File: config.mk
export PLATFORM = sky130hd
export DESIGN_NAME = trace_capture_flat
export DESIGN_NICKNAME = d
export VERILOG_FILES = /design/src/rtl/trace_capture_pkg.sv /design/src/rtl/trace_capture_if.sv /design/src/rtl/trace_capture_fifo.sv /design/src/rtl/trace_capture.sv /design/src/flat_wrapper.sv
export SDC_FILE = /design/constraint.sdc
export NUM_CORES = 2
export LEC_CHECK = 0
export BUFFER_PORTS_ARGS = -buffer_cell sky130_fd_sc_hd__buf_2
export CAP_MARGIN = 20
export CORE_MARGIN = 2
export CORE_UTILIZATION = 55
export DETAILED_ROUTE_END_ITERATION = 16
export PLACE_DENSITY = 0.75
export SYNTH_ARGS = -nofsm -noshare
export SYNTH_HDL_FRONTEND = slang
export SYNTH_HIERARCHICAL = 1
export SYNTH_SLANG_ARGS = --single-unit
File: constraint.sdc
create_clock -name clock -period 77.2 [get_ports clock]
set_clock_uncertainty 0.15 [all_clocks]
set_input_delay 15.44 -clock clock [delete_from_list [all_inputs] [get_ports clock]]
set_output_delay 15.44 -clock clock [all_outputs]
set_load 0.01 [all_outputs]
File: src/rtl/trace_capture_pkg.sv
// trace_capture_pkg: shared types and constants for the retired-instruction trace.
//   Entry kind encodings (TRACE_KIND_*), the data width, and the packed entry
//   layout. TRACE_TIMESTAMP_EN adds a 32-bit stamp field (162-bit entry, else 130).
package trace_capture_pkg;

  localparam int unsigned DATA_W = 32;

  typedef enum logic [1:0] {
    TRACE_KIND_ALU   = 2'd0,
    TRACE_KIND_LOAD  = 2'd1,
    TRACE_KIND_STORE = 2'd2,
    TRACE_KIND_HALT  = 2'd3
  } trace_kind_e;

  typedef struct packed {
`ifdef TRACE_TIMESTAMP_EN
    logic [DATA_W-1:0] stamp;
`endif
    trace_kind_e       kind;
    logic [DATA_W-1:0] pc;
    logic [DATA_W-1:0] instr;
    logic [DATA_W-1:0] alu;
    logic [DATA_W-1:0] data;
  } trace_entry_t;

  localparam int unsigned ENTRY_W = $bits(trace_entry_t);

endpackage

File: src/rtl/trace_capture_if.sv
// trace_capture_if: core-observation inputs, drain handshake and status outputs.
//   master: core/consumer side (drives core signals and rd_ready).
//   slave : trace_capture side (drives rd_* fields, count and counters).
//   rd_stamp exists only when TRACE_TIMESTAMP_EN is defined.
interface trace_capture_if #(parameter int unsigned DEPTH = 16) ();
  import trace_capture_pkg::*;

  localparam int unsigned CNT_W = $clog2(DEPTH) + 1;

  logic              enable;
  logic [DATA_W-1:0] pc;
  logic [DATA_W-1:0] instr;
  logic [DATA_W-1:0] alu_result;
  logic              mem_write;
  logic              mem_read;
  logic [DATA_W-1:0] mem_wdata;
  logic [DATA_W-1:0] mem_rdata;
  logic              rd_valid;
  logic              rd_ready;
  logic [DATA_W-1:0] rd_pc;
  logic [DATA_W-1:0] rd_instr;
  logic [DATA_W-1:0] rd_alu;
  logic [DATA_W-1:0] rd_data;
  logic [1:0]        rd_kind;
  logic [CNT_W-1:0]  count;
  logic [31:0]       retired;
  logic [15:0]       dropped;
  logic              overflow;
  logic              halted;
`ifdef TRACE_TIMESTAMP_EN
  logic [31:0]       rd_stamp;
`endif

  modport master (
    output enable, pc, instr, alu_result, mem_write, mem_read, mem_wdata,
           mem_rdata, rd_ready,
    input  rd_valid, rd_pc, rd_instr, rd_alu, rd_data, rd_kind, count,
           retired, dropped, overflow, halted
`ifdef TRACE_TIMESTAMP_EN
           , rd_stamp
`endif
  );

  modport slave (
    input  enable, pc, instr, alu_result, mem_write, mem_read, mem_wdata,
           mem_rdata, rd_ready,
    output rd_valid, rd_pc, rd_instr, rd_alu, rd_data, rd_kind, count,
           retired, dropped, overflow, halted
`ifdef TRACE_TIMESTAMP_EN
           , rd_stamp
`endif
  );

endinterface

File: src/rtl/trace_capture_fifo.sv
// trace_fifo: generic synchronous FIFO, power-of-two DEPTH.
//   clock/reset     : clock, async active-high reset
//   push_i/push_data_i : write request and data
//   pop_i           : read request (ignored when empty)
//   pop_data_o      : head entry, read combinationally from registered storage
//   full_o/empty_o/count_o : occupancy
//   A push while full is accepted when a pop happens in the same cycle.
module trace_fifo #(
  parameter int unsigned WIDTH = 8,
  parameter int unsigned DEPTH = 16
) (
  input  logic                       clock,
  input  logic                       reset,
  input  logic                       push_i,
  input  logic [WIDTH-1:0]           push_data_i,
  input  logic                       pop_i,
  output logic [WIDTH-1:0]           pop_data_o,
  output logic                       full_o,
  output logic                       empty_o,
  output logic [$clog2(DEPTH):0]     count_o
);

  localparam int unsigned PTR_W = $clog2(DEPTH);
  localparam int unsigned CNT_W = PTR_W + 1;

  logic [WIDTH-1:0] mem_q [DEPTH];
  logic [PTR_W-1:0] wr_ptr_q, wr_ptr_d;
  logic [PTR_W-1:0] rd_ptr_q, rd_ptr_d;
  logic [CNT_W-1:0] count_q, count_d;
  logic             push_ok;
  logic             pop_ok;

  assign full_o     = (count_q == CNT_W'(DEPTH));
  assign empty_o    = (count_q == '0);
  assign count_o    = count_q;
  assign pop_data_o = mem_q[rd_ptr_q];

  // Next pointers/count; pointers wrap naturally at the power-of-two depth
  always_comb begin
    pop_ok   = pop_i && !empty_o;
    push_ok  = push_i && (!full_o || pop_ok);
    wr_ptr_d = wr_ptr_q;
    rd_ptr_d = rd_ptr_q;
    count_d  = count_q;
    if (push_ok) wr_ptr_d = wr_ptr_q + PTR_W'(1);
    if (pop_ok)  rd_ptr_d = rd_ptr_q + PTR_W'(1);
    if (push_ok && !pop_ok)      count_d = count_q + CNT_W'(1);
    else if (pop_ok && !push_ok) count_d = count_q - CNT_W'(1);
  end

  // Storage and pointer registers
  always_ff @(posedge clock or posedge reset) begin
    if (reset) begin
      wr_ptr_q <= '0;
      rd_ptr_q <= '0;
      count_q  <= '0;
      for (int unsigned i = 0; i < DEPTH; i++) mem_q[i] <= '0;
    end else begin
      wr_ptr_q <= wr_ptr_d;
      rd_ptr_q <= rd_ptr_d;
      count_q  <= count_d;
      if (push_ok) mem_q[wr_ptr_q] <= push_data_i;
    end
  end

endmodule

File: src/rtl/trace_capture.sv
// trace_capture: records one entry per retired MIPS instruction into a FIFO,
//   counts retired/dropped entries and detects a halt (PC self-loop).
//   clock, reset : clock, async active-high reset
//   tif (slave)  : core observation inputs, drain handshake, status outputs
//   Parameters   : DEPTH (entries), HALT_REPEAT (repeat cycles), MEM_ONLY.
//   Optional     : TRACE_TIMESTAMP_EN adds a cycle counter and rd_stamp.
module trace_capture
  import trace_capture_pkg::*;
#(
  parameter int unsigned DEPTH       = 16,
  parameter int unsigned HALT_REPEAT = 3,
  parameter int unsigned MEM_ONLY    = 0
) (
  input  logic            clock,
  input  logic            reset,
  trace_capture_if.slave  tif
);

  localparam int unsigned CNT_W = $clog2(DEPTH) + 1;
  localparam int unsigned REP_W = $clog2(HALT_REPEAT);

  logic [31:0]       retired_q,  retired_d;
  logic [15:0]       dropped_q,  dropped_d;
  logic              overflow_q, overflow_d;
  logic              halted_q,   halted_d;
  logic [DATA_W-1:0] prev_pc_q,  prev_pc_d;
  logic              prev_vld_q, prev_vld_d;
  logic [REP_W-1:0]  rep_q,      rep_d;
`ifdef TRACE_TIMESTAMP_EN
  logic [31:0]       stamp_q,    stamp_d;
`endif

  logic              active;
  logic              capture;
  logic              pc_repeat;
  logic              halt_hit;
  logic              push;
  logic              pop;
  logic              drop;
  logic              fifo_full;
  logic              fifo_empty;
  logic [CNT_W-1:0]  fifo_count;
  trace_entry_t      push_entry;
  trace_entry_t      head_entry;
  logic [ENTRY_W-1:0] head_bits;

  trace_fifo #(.WIDTH(ENTRY_W), .DEPTH(DEPTH)) u_fifo (
    .clock       (clock),
    .reset       (reset),
    .push_i      (push),
    .push_data_i (push_entry),
    .pop_i       (pop),
    .pop_data_o  (head_bits),
    .full_o      (fifo_full),
    .empty_o     (fifo_empty),
    .count_o     (fifo_count)
  );

  assign head_entry   = trace_entry_t'(head_bits);
  assign pop          = !fifo_empty && tif.rd_ready;
  assign tif.rd_valid = !fifo_empty;
  assign tif.rd_pc    = head_entry.pc;
  assign tif.rd_instr = head_entry.instr;
  assign tif.rd_alu   = head_entry.alu;
  assign tif.rd_data  = head_entry.data;
  assign tif.rd_kind  = head_entry.kind;
  assign tif.count    = fifo_count;
  assign tif.retired  = retired_q;
  assign tif.dropped  = dropped_q;
  assign tif.overflow = overflow_q;
  assign tif.halted   = halted_q;
`ifdef TRACE_TIMESTAMP_EN
  assign tif.rd_stamp = head_entry.stamp;
`endif

  // Capture qualification, halt detection and entry formation.
  // On the halting edge the halt marker takes the single push slot in place
  // of the ordinary entry for that cycle; retired still counts the cycle.
  always_comb begin
    active    = tif.enable && !halted_q;
    capture   = active && ((MEM_ONLY == 0) || tif.mem_write || tif.mem_read);
    pc_repeat = prev_vld_q && (tif.pc == prev_pc_q);
    halt_hit  = active && pc_repeat && (rep_q == REP_W'(HALT_REPEAT - 2));
    push      = capture || halt_hit;
    drop      = push && fifo_full && !pop;

    push_entry       = '0;
    push_entry.pc    = tif.pc;
    push_entry.instr = tif.instr;
    push_entry.alu   = tif.alu_result;
`ifdef TRACE_TIMESTAMP_EN
    push_entry.stamp = stamp_q;
`endif
    if (halt_hit) begin
      push_entry.kind = TRACE_KIND_HALT;
      push_entry.alu  = '0;
    end else if (tif.mem_write) begin
      push_entry.kind = TRACE_KIND_STORE;
      push_entry.data = tif.mem_wdata;
    end else if (tif.mem_read) begin
      push_entry.kind = TRACE_KIND_LOAD;
      push_entry.data = tif.mem_rdata;
    end else begin
      push_entry.kind = TRACE_KIND_ALU;
    end

    retired_d  = retired_q;
    dropped_d  = dropped_q;
    overflow_d = overflow_q;
    halted_d   = halted_q;
    prev_pc_d  = prev_pc_q;
    prev_vld_d = prev_vld_q;
    rep_d      = rep_q;
`ifdef TRACE_TIMESTAMP_EN
    stamp_d    = halted_q ? stamp_q : stamp_q + 32'd1;
`endif

    if (capture) retired_d = retired_q + 32'd1;
    if (drop) begin
      overflow_d = 1'b1;
      if (dropped_q != 16'hFFFF) dropped_d = dropped_q + 16'd1;
    end
    if (halt_hit) halted_d = 1'b1;

    if (active) begin
      prev_pc_d  = tif.pc;
      prev_vld_d = 1'b1;
      rep_d      = pc_repeat ? REP_W'(rep_q + REP_W'(1)) : '0;
    end else if (!tif.enable) begin
      rep_d = '0;
    end
  end

  // Counter, flag and halt-detector registers
  always_ff @(posedge clock or posedge reset) begin
    if (reset) begin
      retired_q  <= '0;
      dropped_q  <= '0;
      overflow_q <= 1'b0;
      halted_q   <= 1'b0;
      prev_pc_q  <= '0;
      prev_vld_q <= 1'b0;
      rep_q      <= '0;
`ifdef TRACE_TIMESTAMP_EN
      stamp_q    <= '0;
`endif
    end else begin
      retired_q  <= retired_d;
      dropped_q  <= dropped_d;
      overflow_q <= overflow_d;
      halted_q   <= halted_d;
      prev_pc_q  <= prev_pc_d;
      prev_vld_q <= prev_vld_d;
      rep_q      <= rep_d;
`ifdef TRACE_TIMESTAMP_EN
      stamp_q    <= stamp_d;
`endif
    end
  end

endmodule

File: src/flat_wrapper.sv
// flat-port wrapper written by rule: the top's interface ports become plain ports
module trace_capture_flat import trace_capture_pkg::*;
#(
  parameter int unsigned DEPTH       = 16,
  parameter int unsigned HALT_REPEAT = 3,
  parameter int unsigned MEM_ONLY    = 0
)
  (clock, reset, tif_enable, tif_pc, tif_instr, tif_alu_result, tif_mem_write, tif_mem_read, tif_mem_wdata, tif_mem_rdata, tif_rd_ready, tif_rd_valid, tif_rd_pc, tif_rd_instr, tif_rd_alu, tif_rd_data, tif_rd_kind, tif_count, tif_retired, tif_dropped, tif_overflow, tif_halted);
  trace_capture_if #(.DEPTH(DEPTH)) tif_i ();
  input  logic clock;
  input  logic reset;
  input wire logic [$bits(tif_i.enable)-1:0] tif_enable;
  input wire logic [$bits(tif_i.pc)-1:0] tif_pc;
  input wire logic [$bits(tif_i.instr)-1:0] tif_instr;
  input wire logic [$bits(tif_i.alu_result)-1:0] tif_alu_result;
  input wire logic [$bits(tif_i.mem_write)-1:0] tif_mem_write;
  input wire logic [$bits(tif_i.mem_read)-1:0] tif_mem_read;
  input wire logic [$bits(tif_i.mem_wdata)-1:0] tif_mem_wdata;
  input wire logic [$bits(tif_i.mem_rdata)-1:0] tif_mem_rdata;
  input wire logic [$bits(tif_i.rd_ready)-1:0] tif_rd_ready;
  output wire logic [$bits(tif_i.rd_valid)-1:0] tif_rd_valid;
  output wire logic [$bits(tif_i.rd_pc)-1:0] tif_rd_pc;
  output wire logic [$bits(tif_i.rd_instr)-1:0] tif_rd_instr;
  output wire logic [$bits(tif_i.rd_alu)-1:0] tif_rd_alu;
  output wire logic [$bits(tif_i.rd_data)-1:0] tif_rd_data;
  output wire logic [$bits(tif_i.rd_kind)-1:0] tif_rd_kind;
  output wire logic [$bits(tif_i.count)-1:0] tif_count;
  output wire logic [$bits(tif_i.retired)-1:0] tif_retired;
  output wire logic [$bits(tif_i.dropped)-1:0] tif_dropped;
  output wire logic [$bits(tif_i.overflow)-1:0] tif_overflow;
  output wire logic [$bits(tif_i.halted)-1:0] tif_halted;
  assign tif_i.enable = tif_enable;
  assign tif_i.pc = tif_pc;
  assign tif_i.instr = tif_instr;
  assign tif_i.alu_result = tif_alu_result;
  assign tif_i.mem_write = tif_mem_write;
  assign tif_i.mem_read = tif_mem_read;
  assign tif_i.mem_wdata = tif_mem_wdata;
  assign tif_i.mem_rdata = tif_mem_rdata;
  assign tif_i.rd_ready = tif_rd_ready;
  assign tif_rd_valid = tif_i.rd_valid;
  assign tif_rd_pc = tif_i.rd_pc;
  assign tif_rd_instr = tif_i.rd_instr;
  assign tif_rd_alu = tif_i.rd_alu;
  assign tif_rd_data = tif_i.rd_data;
  assign tif_rd_kind = tif_i.rd_kind;
  assign tif_count = tif_i.count;
  assign tif_retired = tif_i.retired;
  assign tif_dropped = tif_i.dropped;
  assign tif_overflow = tif_i.overflow;
  assign tif_halted = tif_i.halted;
  trace_capture #(.DEPTH(DEPTH), .HALT_REPEAT(HALT_REPEAT), .MEM_ONLY(MEM_ONLY)) u_core (.clock(clock), .reset(reset), .tif(tif_i));
endmodule
Word-level counts from Yosys, hierarchy flattened:

Index checks and enable logic that the tools add are counted.

* register bits after elaboration: 2178
* bits of input ports: 166
* logic and storage cells: 84

* add/sub/neg operators: 7
* magnitude comparators: 3
* eq/ne operators: 5
* multiplexer cells: 18
* bitwise gates (word level): 2
* reductions and logical operators: 23

Operator list (count)
* 2080-bit bitwise mux: 1
* 130-bit binary-select mux with 4-bit select: 1
* 130-bit demux with 4-bit select: 1
* 130-bit two-way mux: 3
* 32-bit two-way mux: 4
* 32-bit by 1-bit adder with 32-bit output (second input constant): 1
* 32-bit == test: 1
* 16-bit by 1-bit adder with 16-bit output (second input constant): 1
* 16-bit != test (second input constant): 1
* 1-bit logical AND: 12
* 5-bit greater-or-equal comparator (second input constant): 2
* 2-bit two-way mux: 5
* 5-bit two-way mux: 2
* 4-bit inverter with 5-bit output: 2
* 4-bit by 1-bit adder with 4-bit output (second input constant): 2
* 1-bit logical NOT: 6
* 5-bit by 1-bit adder with 5-bit output (second input constant): 1
* 5-bit == test (second input constant): 1
* 5-bit logical NOT: 1
* 5-bit by 1-bit < comparator with 1-bit output (second input constant): 1
* 5-bit by 1-bit subtractor with 5-bit output (second input constant): 1
* 2-bit by 1-bit adder with 2-bit output (second input constant): 1
* 2-bit by 1-bit == test with 1-bit output (second input constant): 1
* 1-bit logical OR: 2
* 4 further kinds: 4

Depth between registers and ports, before layout:

* depth after elaboration: 10
* mapped depth: 12

Cells and area by module:

The synthesis kept the hierarchy.

Modules (own cells, without submodules)
* trace_fifo: times used 1, cells each 5632, area an instance 94302.9 um^2, seq. area each 52375.2 um^2
* trace_capture: times used 1, cells each 464, area an instance 4630.7 um^2, seq. area each 2127.0 um^2

Worst setup path before layout:

No wires, ideal clock.

* path type: input-to-reg
* from: input tif_enable
* to: register u_core.u_fifo.count_q[4], in the netlist u_core/u_fifo/count_o[4]
* setup time: 80 ps
* data arrival time: 17763 ps
* setup slack: 59207 ps
* cell stages on the path: 11
* cell sequence: nand2b_4 -> inv_2 -> buf_1 -> a21boi_1 -> ha_1 -> inv_1 -> fa_1 -> a21o_1 -> a21oi_1 -> mux2i_1 -> xnor2_1

* cells in the longest elaborated chain, start to end: 8
* elaborated cells on any way between the ends: 10

Ends and longest elaborated chain
* start: declaration: line flat_wrapper.sv:12 `input wire logic [$bits(tif_i.enable)-1:0] tif_enable;`
* 1-bit logical AND *: line trace_capture.sv:80 `active = tif.enable && !halted_q;`
* named net u_core.active: line trace_capture.sv:33 `logic active;`
* 1-bit logical AND (2 in series): line trace_capture.sv:83 `halt_hit = active && pc_repeat && (rep_q == REP_W'(HALT_REPEAT - 2));`
* 1-bit logical OR *: line trace_capture.sv:84 `push = capture || halt_hit;`
* 1-bit logical AND *: line trace_capture_fifo.sv:41 `push_ok = push_i && (!full_o || pop_ok);`
* named net u_core.u_fifo.push_ok: line trace_capture_fifo.sv:30 `logic push_ok;`
* 1-bit logical NOT: line trace_capture_fifo.sv:48 `else if (pop_ok && !push_ok) count_d = count_q - CNT_W'(1);`
* 1-bit logical AND: line trace_capture_fifo.sv:48
* 2-bit nonzero test (no line)
* end signal: assignment: line trace_capture_fifo.sv:61 `count_q <= count_d;`
* end: declaration: line trace_capture_fifo.sv:29 `logic [CNT_W-1:0] count_q, count_d;`

Mark *: on every way through the listed nets, which the timed path passes. The rest lies on a longest branch.
A chain may end at the register's enable or synchronous reset.

Worst setup path after layout:

* from: register u_core.u_fifo.rd_ptr_q[0]
* to: output tif_rd_alu[31]

* cells in the longest elaborated chain, start to end: 4

Ends and longest elaborated chain
* start: declaration: line trace_capture_fifo.sv:28 `logic [PTR_W-1:0] rd_ptr_q, rd_ptr_d;`
* start signal: assignment: line trace_capture_fifo.sv:60 `rd_ptr_q <= rd_ptr_d;`
* 4-bit inverter with 5-bit output (implied by the code): line trace_capture_fifo.sv:36 `assign pop_data_o = mem_q[rd_ptr_q];`
* 130-bit binary-select mux with 4-bit select: line trace_capture_fifo.sv:36
* 130-bit two-way mux (implied by the code) (2 in series): line trace_capture_fifo.sv:36
* end: declaration: line flat_wrapper.sv:24 `output wire logic [$bits(tif_i.rd_alu)-1:0] tif_rd_alu;`

Every way passes these cells. The select of a mux whose other input is x is not followed.

==> metrics list <==
- Of the total synthesized cell area, the portion taken by XOR and XNOR cells is 0.00761.
- Number of core rows: 155
- The pre-antenna-repair detailed-routing pass consisted of 5 iterations.
- After detailed routing, the number of remaining DRC violations is 0.
- By area, the combinational part of the netlist is dominated by multiplexers.
* Number of buffers created by CTS: 219
- PD cells: 43.5 nW/um2
- Most repeated library cell on the critical path: sky130_fd_sc_hd__buf_4
* Data arrival time of the critical path: 5840 ps
- Core Footprint: 179000 um2
- The first global-routing pass estimated 369 mm of wire.
- Buffers inserted to repair hold after CTS numbered 0.
- P&R area growth vs syn: 11.0%
- Total leakage power: 0.0492 uW
- The tree is rooted in a sky130_fd_sc_hd__clkbuf_16.
* Vias: 54351
- Of the total synthesized cell area, the portion taken by AND, OR, NAND and NOR gates is 0.0175.
- Entering global routing, the biggest net connects 137 pins.
* Final Max Slew Viols: 0
* Max rail drop VDD: 0.0000469 V
- Of all nets on the critical path, the largest fanout is 44.
- Mean area per synthesized cell: 16.2 um2
* Relative slew margins: 0.247
- Status: finished, final reports clean
- The number of nets handed over by synthesis was 6275.
- H-tree level count: 4
- Sum of routed wire length over all layers: 238 mm
- Setup repair after global routing left no endpoint under its margin.
- In this design, the largest share of critical-path delay is due to buffers and inverters.
- The worst setup path is captured at an output port.
- Fraction of synthesized area in multiplexers: 0.379
- Netlist cell types: 56
- Detailed-placement wirelength estimate: 130 mm
* Global routing met2 resource utilization: 0.437
* Global route hottest layer: met2
- Fraction of post-synthesis cell area in the top cell type by area: 0.551
- Of the total power, the share spent switching nets is 0.311.
* Hold Crit Class: flop to flop
- YS warnings: 6
- Post-synthesis instance total: 6096
- The slowest stage of the critical path is the sky130_fd_sc_hd__dfrtp_4 cell.
* Setup-failing EPs final: 0
- Starting Density: 0.554
- The share of total power dissipated in sequential elements is 0.400.
- Global Route met1 Usage: 0.366
- No sink is reached through more buffers than the 3 on the longest clock path.
* Full die area: 183000 um2
- Of the cells placed in the final design, the portion with a size suffix greater than 1 is 0.435.
- GRT Overall Usage: 0.264
- In this run, the number of DRC markers left after iteration 0 of detailed routing was 3716.
* Via count of the first global-routing pass: 58411
* Final critical-path share of the clock period: 0.278
- Portion of the post-synthesis area used by sequential elements: 0.551
- The largest single stage delay on the critical path is 950 ps.
- Clock-pin slew was measured on the worst setup and hold paths at 50 ps.
* Fin. Hold Viols: 0
- Measured along the y axis, the die boundary spans 428 um.
- Counting flops with a built-in enable in the synthesized netlist gives 0.
- Clock latency on the worst-skew pair: 860 ps
* Port buffer count: 351
- Critical Path, Cell by Cell: buf_4 -> buf_4 -> buf_4 -> mux4_2 -> nor2b_1 -> a211oi_1 -> a21oi_1 -> buf_2
- Total grt overflow: 0
- TritonCTS built the clock tree.
- Synthesized-area fraction occupied by adder cells: 0.00172
- For this run, the top clock speed supported by timing is 0.0467 GHz.
- The share of the synthesized area in compound gates (AO/OA/AOI/OAI) was 0.0119.
- Synth area leaders: sky130_fd_sc_hd__dfrtp_1, sky130_fd_sc_hd__mux2_2, sky130_fd_sc_hd__mux4_2, sky130_fd_sc_hd__mux2_1, sky130_fd_sc_hd__buf_2
- Final hold analysis gives a worst-case slack of 317 ps.
- In this run the cell area measured after placement is 102000 um2.
- Once detail routing completed, the nets flagged for antenna violations numbered 0.
* Post-route cell area: 110000 um2
- Power share of the clock group: 0.236
- Number of buffer and inverter instances along the worst setup path: 4
* Met3 layer usage reported by global route: 0.0410
- Critical Path Source Type: flop
- Max-cap violations in this run came to 0.
- In this run the horizontal extent of the chip is 428 um.
- 352 I/O pins were placed.
* Cell internal pwr: 3290 uW
- At the pin with the least slew margin, the transition time is 1130 ps.
- After routing, the total negative slack on setup checks comes to 0 ps.
* NumNets Final: 6436
* Period minus WS final: 21430 ps
- Summing every instance area after synthesis gives 98900 um2.
- Power spent charging and discharging nets: 1490 uW
- Average routed wire per standard cell: 27.0 um
* Logic gate share of total power: 0.365
- Gates resized, CTS repair: 0
* Initial antenna violation count: 28
- Post-synth top area cell: sky130_fd_sc_hd__dfrtp_1
- The congestion estimate from routability-driven global placement came to 0.774.
- Count of buffers added by post-CTS timing repair for setup: 0
- Counting flops with an async set or reset pin after synthesis yields a share of 1.00.
- Number of vias per cell: 6.17
* Critical path class: flop to output port
- Clock Sink Count: 2178
- After synthesis the netlist holds a flip-flop and latch count of 2178.
* Post-synth top flop: sky130_fd_sc_hd__dfrtp_1
- Required time of the worst setup path: 61610 ps
## registers in the layout, summed over array words and instances, names as in the netlist
register and flops:
u_core/prev_pc_q 32, u_core/u_fifo/mem_q 2080, u_core/u_fifo/wr_ptr_q 4, u_core/tif.overflow 1, u_core/rep_q 2, u_core/tif.halted 1, u_core/tif.retired 32, u_core/tif.dropped 16
u_core/prev_vld_q 1, u_core/u_fifo/rd_ptr_q 4, u_core/u_fifo/count_o 5
## cells by family after synthesis
kind of cell / Yosys count
xor+xnor: 86
flops: 2178
fa+ha+maj: 13
buf+inv: 565
mux: 2747
compound gates: 175
simple gates: 332
## synthesized netlist by cell type, types with 15 or more instances
cell,instances
sky130_fd_sc_hd__nand3_1,23
sky130_fd_sc_hd__and2_1,75
sky130_fd_sc_hd__mux2_1,800
sky130_fd_sc_hd__a21boi_0,32
sky130_fd_sc_hd__nor2b_1,28
sky130_fd_sc_hd__buf_6,88
sky130_fd_sc_hd__mux2_2,1316
sky130_fd_sc_hd__nor2_1,15
sky130_fd_sc_hd__nand2_1,134
sky130_fd_sc_hd__buf_1,25
sky130_fd_sc_hd__xnor2_1,67
sky130_fd_sc_hd__xor2_1,19
sky130_fd_sc_hd__buf_2,212
sky130_fd_sc_hd__clkbuf_1,214
sky130_fd_sc_hd__dfrtp_1,2178
sky130_fd_sc_hd__mux4_2,589
sky130_fd_sc_hd__a31oi_1,21
sky130_fd_sc_hd__a211oi_1,59
sky130_fd_sc_hd__a21oi_1,45
sky130_fd_sc_hd__mux2i_1,42
## metrics by stage
step	setup WS, ps	utilization	instances	power [uW]
floorplan	2480	-	6096	3200
global placement	55750	0.570	8381	3600
detailed placement	55580	0.570	8382	3680
CTS	55510	0.613	8790	4820
global route	55170	0.615	8804	5030
finish	55770	0.615	8804	4780
## layout by cell type (no fill, tap or decap), types with 5 or more instances in the layout
cell / netlist / routed
sky130_fd_sc_hd__nor3_1: 5 / 5
sky130_fd_sc_hd__a21boi_1: 1 / 9
sky130_fd_sc_hd__clkbuf_8: 0 / 57
sky130_fd_sc_hd__buf_4: 9 / 121
sky130_fd_sc_hd__nand2_1: 134 / 126
sky130_fd_sc_hd__mux4_2: 589 / 589
sky130_fd_sc_hd__clkbuf_16: 0 / 220
sky130_fd_sc_hd__and3_1: 9 / 9
sky130_fd_sc_hd__and2_4: 0 / 8
sky130_fd_sc_hd__nor2_1: 15 / 15
sky130_fd_sc_hd__nand2_4: 0 / 8
sky130_fd_sc_hd__dfrtp_1: 2178 / 2174
sky130_fd_sc_hd__buf_12: 0 / 9
sky130_fd_sc_hd__xor2_1: 19 / 19
sky130_fd_sc_hd__nand2b_1: 5 / 5
sky130_fd_sc_hd__o21ai_0: 7 / 7
sky130_fd_sc_hd__mux2_1: 800 / 800
sky130_fd_sc_hd__clkinv_2: 0 / 47
sky130_fd_sc_hd__diode_2: 0 / 5
sky130_fd_sc_hd__a31oi_1: 21 / 21
sky130_fd_sc_hd__clkbuf_1: 214 / 38
sky130_fd_sc_hd__bufinv_16: 0 / 27
sky130_fd_sc_hd__mux2_2: 1316 / 1316
sky130_fd_sc_hd__nand3_1: 23 / 23
sky130_fd_sc_hd__a21boi_0: 32 / 22
sky130_fd_sc_hd__buf_2: 212 / 351
sky130_fd_sc_hd__buf_16: 0 / 6
sky130_fd_sc_hd__inv_1: 14 / 12
sky130_fd_sc_hd__xnor2_1: 67 / 67
sky130_fd_sc_hd__mux2i_1: 42 / 42
sky130_fd_sc_hd__a211oi_1: 59 / 59
sky130_fd_sc_hd__a21oi_1: 45 / 45
sky130_fd_sc_hd__nand4_1: 14 / 14
sky130_fd_sc_hd__ha_1: 12 / 12
sky130_fd_sc_hd__and2_1: 75 / 67
sky130_fd_sc_hd__nor2b_1: 28 / 27
## layer usage
| layer | share of wire | vias to the layer above | wire length, um |
|---|---|---|---|
| met5 | 0.00048 | - | 115 |
| met4 | 0.023 | 20 | 5440 |
| met3 | 0.044 | 342 | 10400 |
| met2 | 0.50 | 1184 | 119000 |
| met1 | 0.43 | 29827 | 103000 |
| li1 | - | 22978 | - |
## layout make-up
class,count,area [um2]
Fill cell,12889,68800
Clock inverter,93,1350
Sequential cell,2178,54500
Tap cell,2355,2950
Multi-Input combinational cell,3353,41400
Antenna cell,5,12.5
Timing Repair Buffer,488,3020
Inverter,17,76.3
Clock buffer,315,6430
## worst paths after layout
check                                          start                        end  slack, ps  cells after the start
min in group asynchronous                      reset       u_core/prev_pc_q[22]      14570                      2
max in group asynchronous                      reset   u_core/u_fifo/mem_q[697]      57080                     10
setup reg to reg            u_core/u_fifo/count_o[2]  u_core/u_fifo/mem_q[1212]      71680                     10
setup / recovery           u_core/u_fifo/rd_ptr_q[0]             tif_rd_alu[31]      55770                      8
hold reg to reg               u_core/tif.retired[31]     u_core/tif.retired[31]        320                      1
hold / removal                u_core/tif.retired[31]     u_core/tif.retired[31]        320                      1
## worst reg2reg max path, cell delays in order, from the launching register on
cell	delay (ps)
sky130_fd_sc_hd__dfrtp_1	440
sky130_fd_sc_hd__or3_1	440
sky130_fd_sc_hd__nor3_1	220
sky130_fd_sc_hd__nor2b_1	170
sky130_fd_sc_hd__nor3b_4	350
sky130_fd_sc_hd__a211oi_2	240
sky130_fd_sc_hd__nand2_4	580
sky130_fd_sc_hd__buf_4	840
sky130_fd_sc_hd__buf_4	840
sky130_fd_sc_hd__buf_4	700
sky130_fd_sc_hd__mux2_2	420
## power by group through the flow
stage / combinational, uW / sequential, uW / clock, uW
floorplan: 1350 / 1850 / 0
global placement: 1720 / 1890 / 0
CTS: 1770 / 1910 / 1150
detailed placement: 1760 / 1920 / 0
finish: 1740 / 1910 / 1130
global route: 1860 / 1970 / 1200
Power figures use the tool's default switching activity.
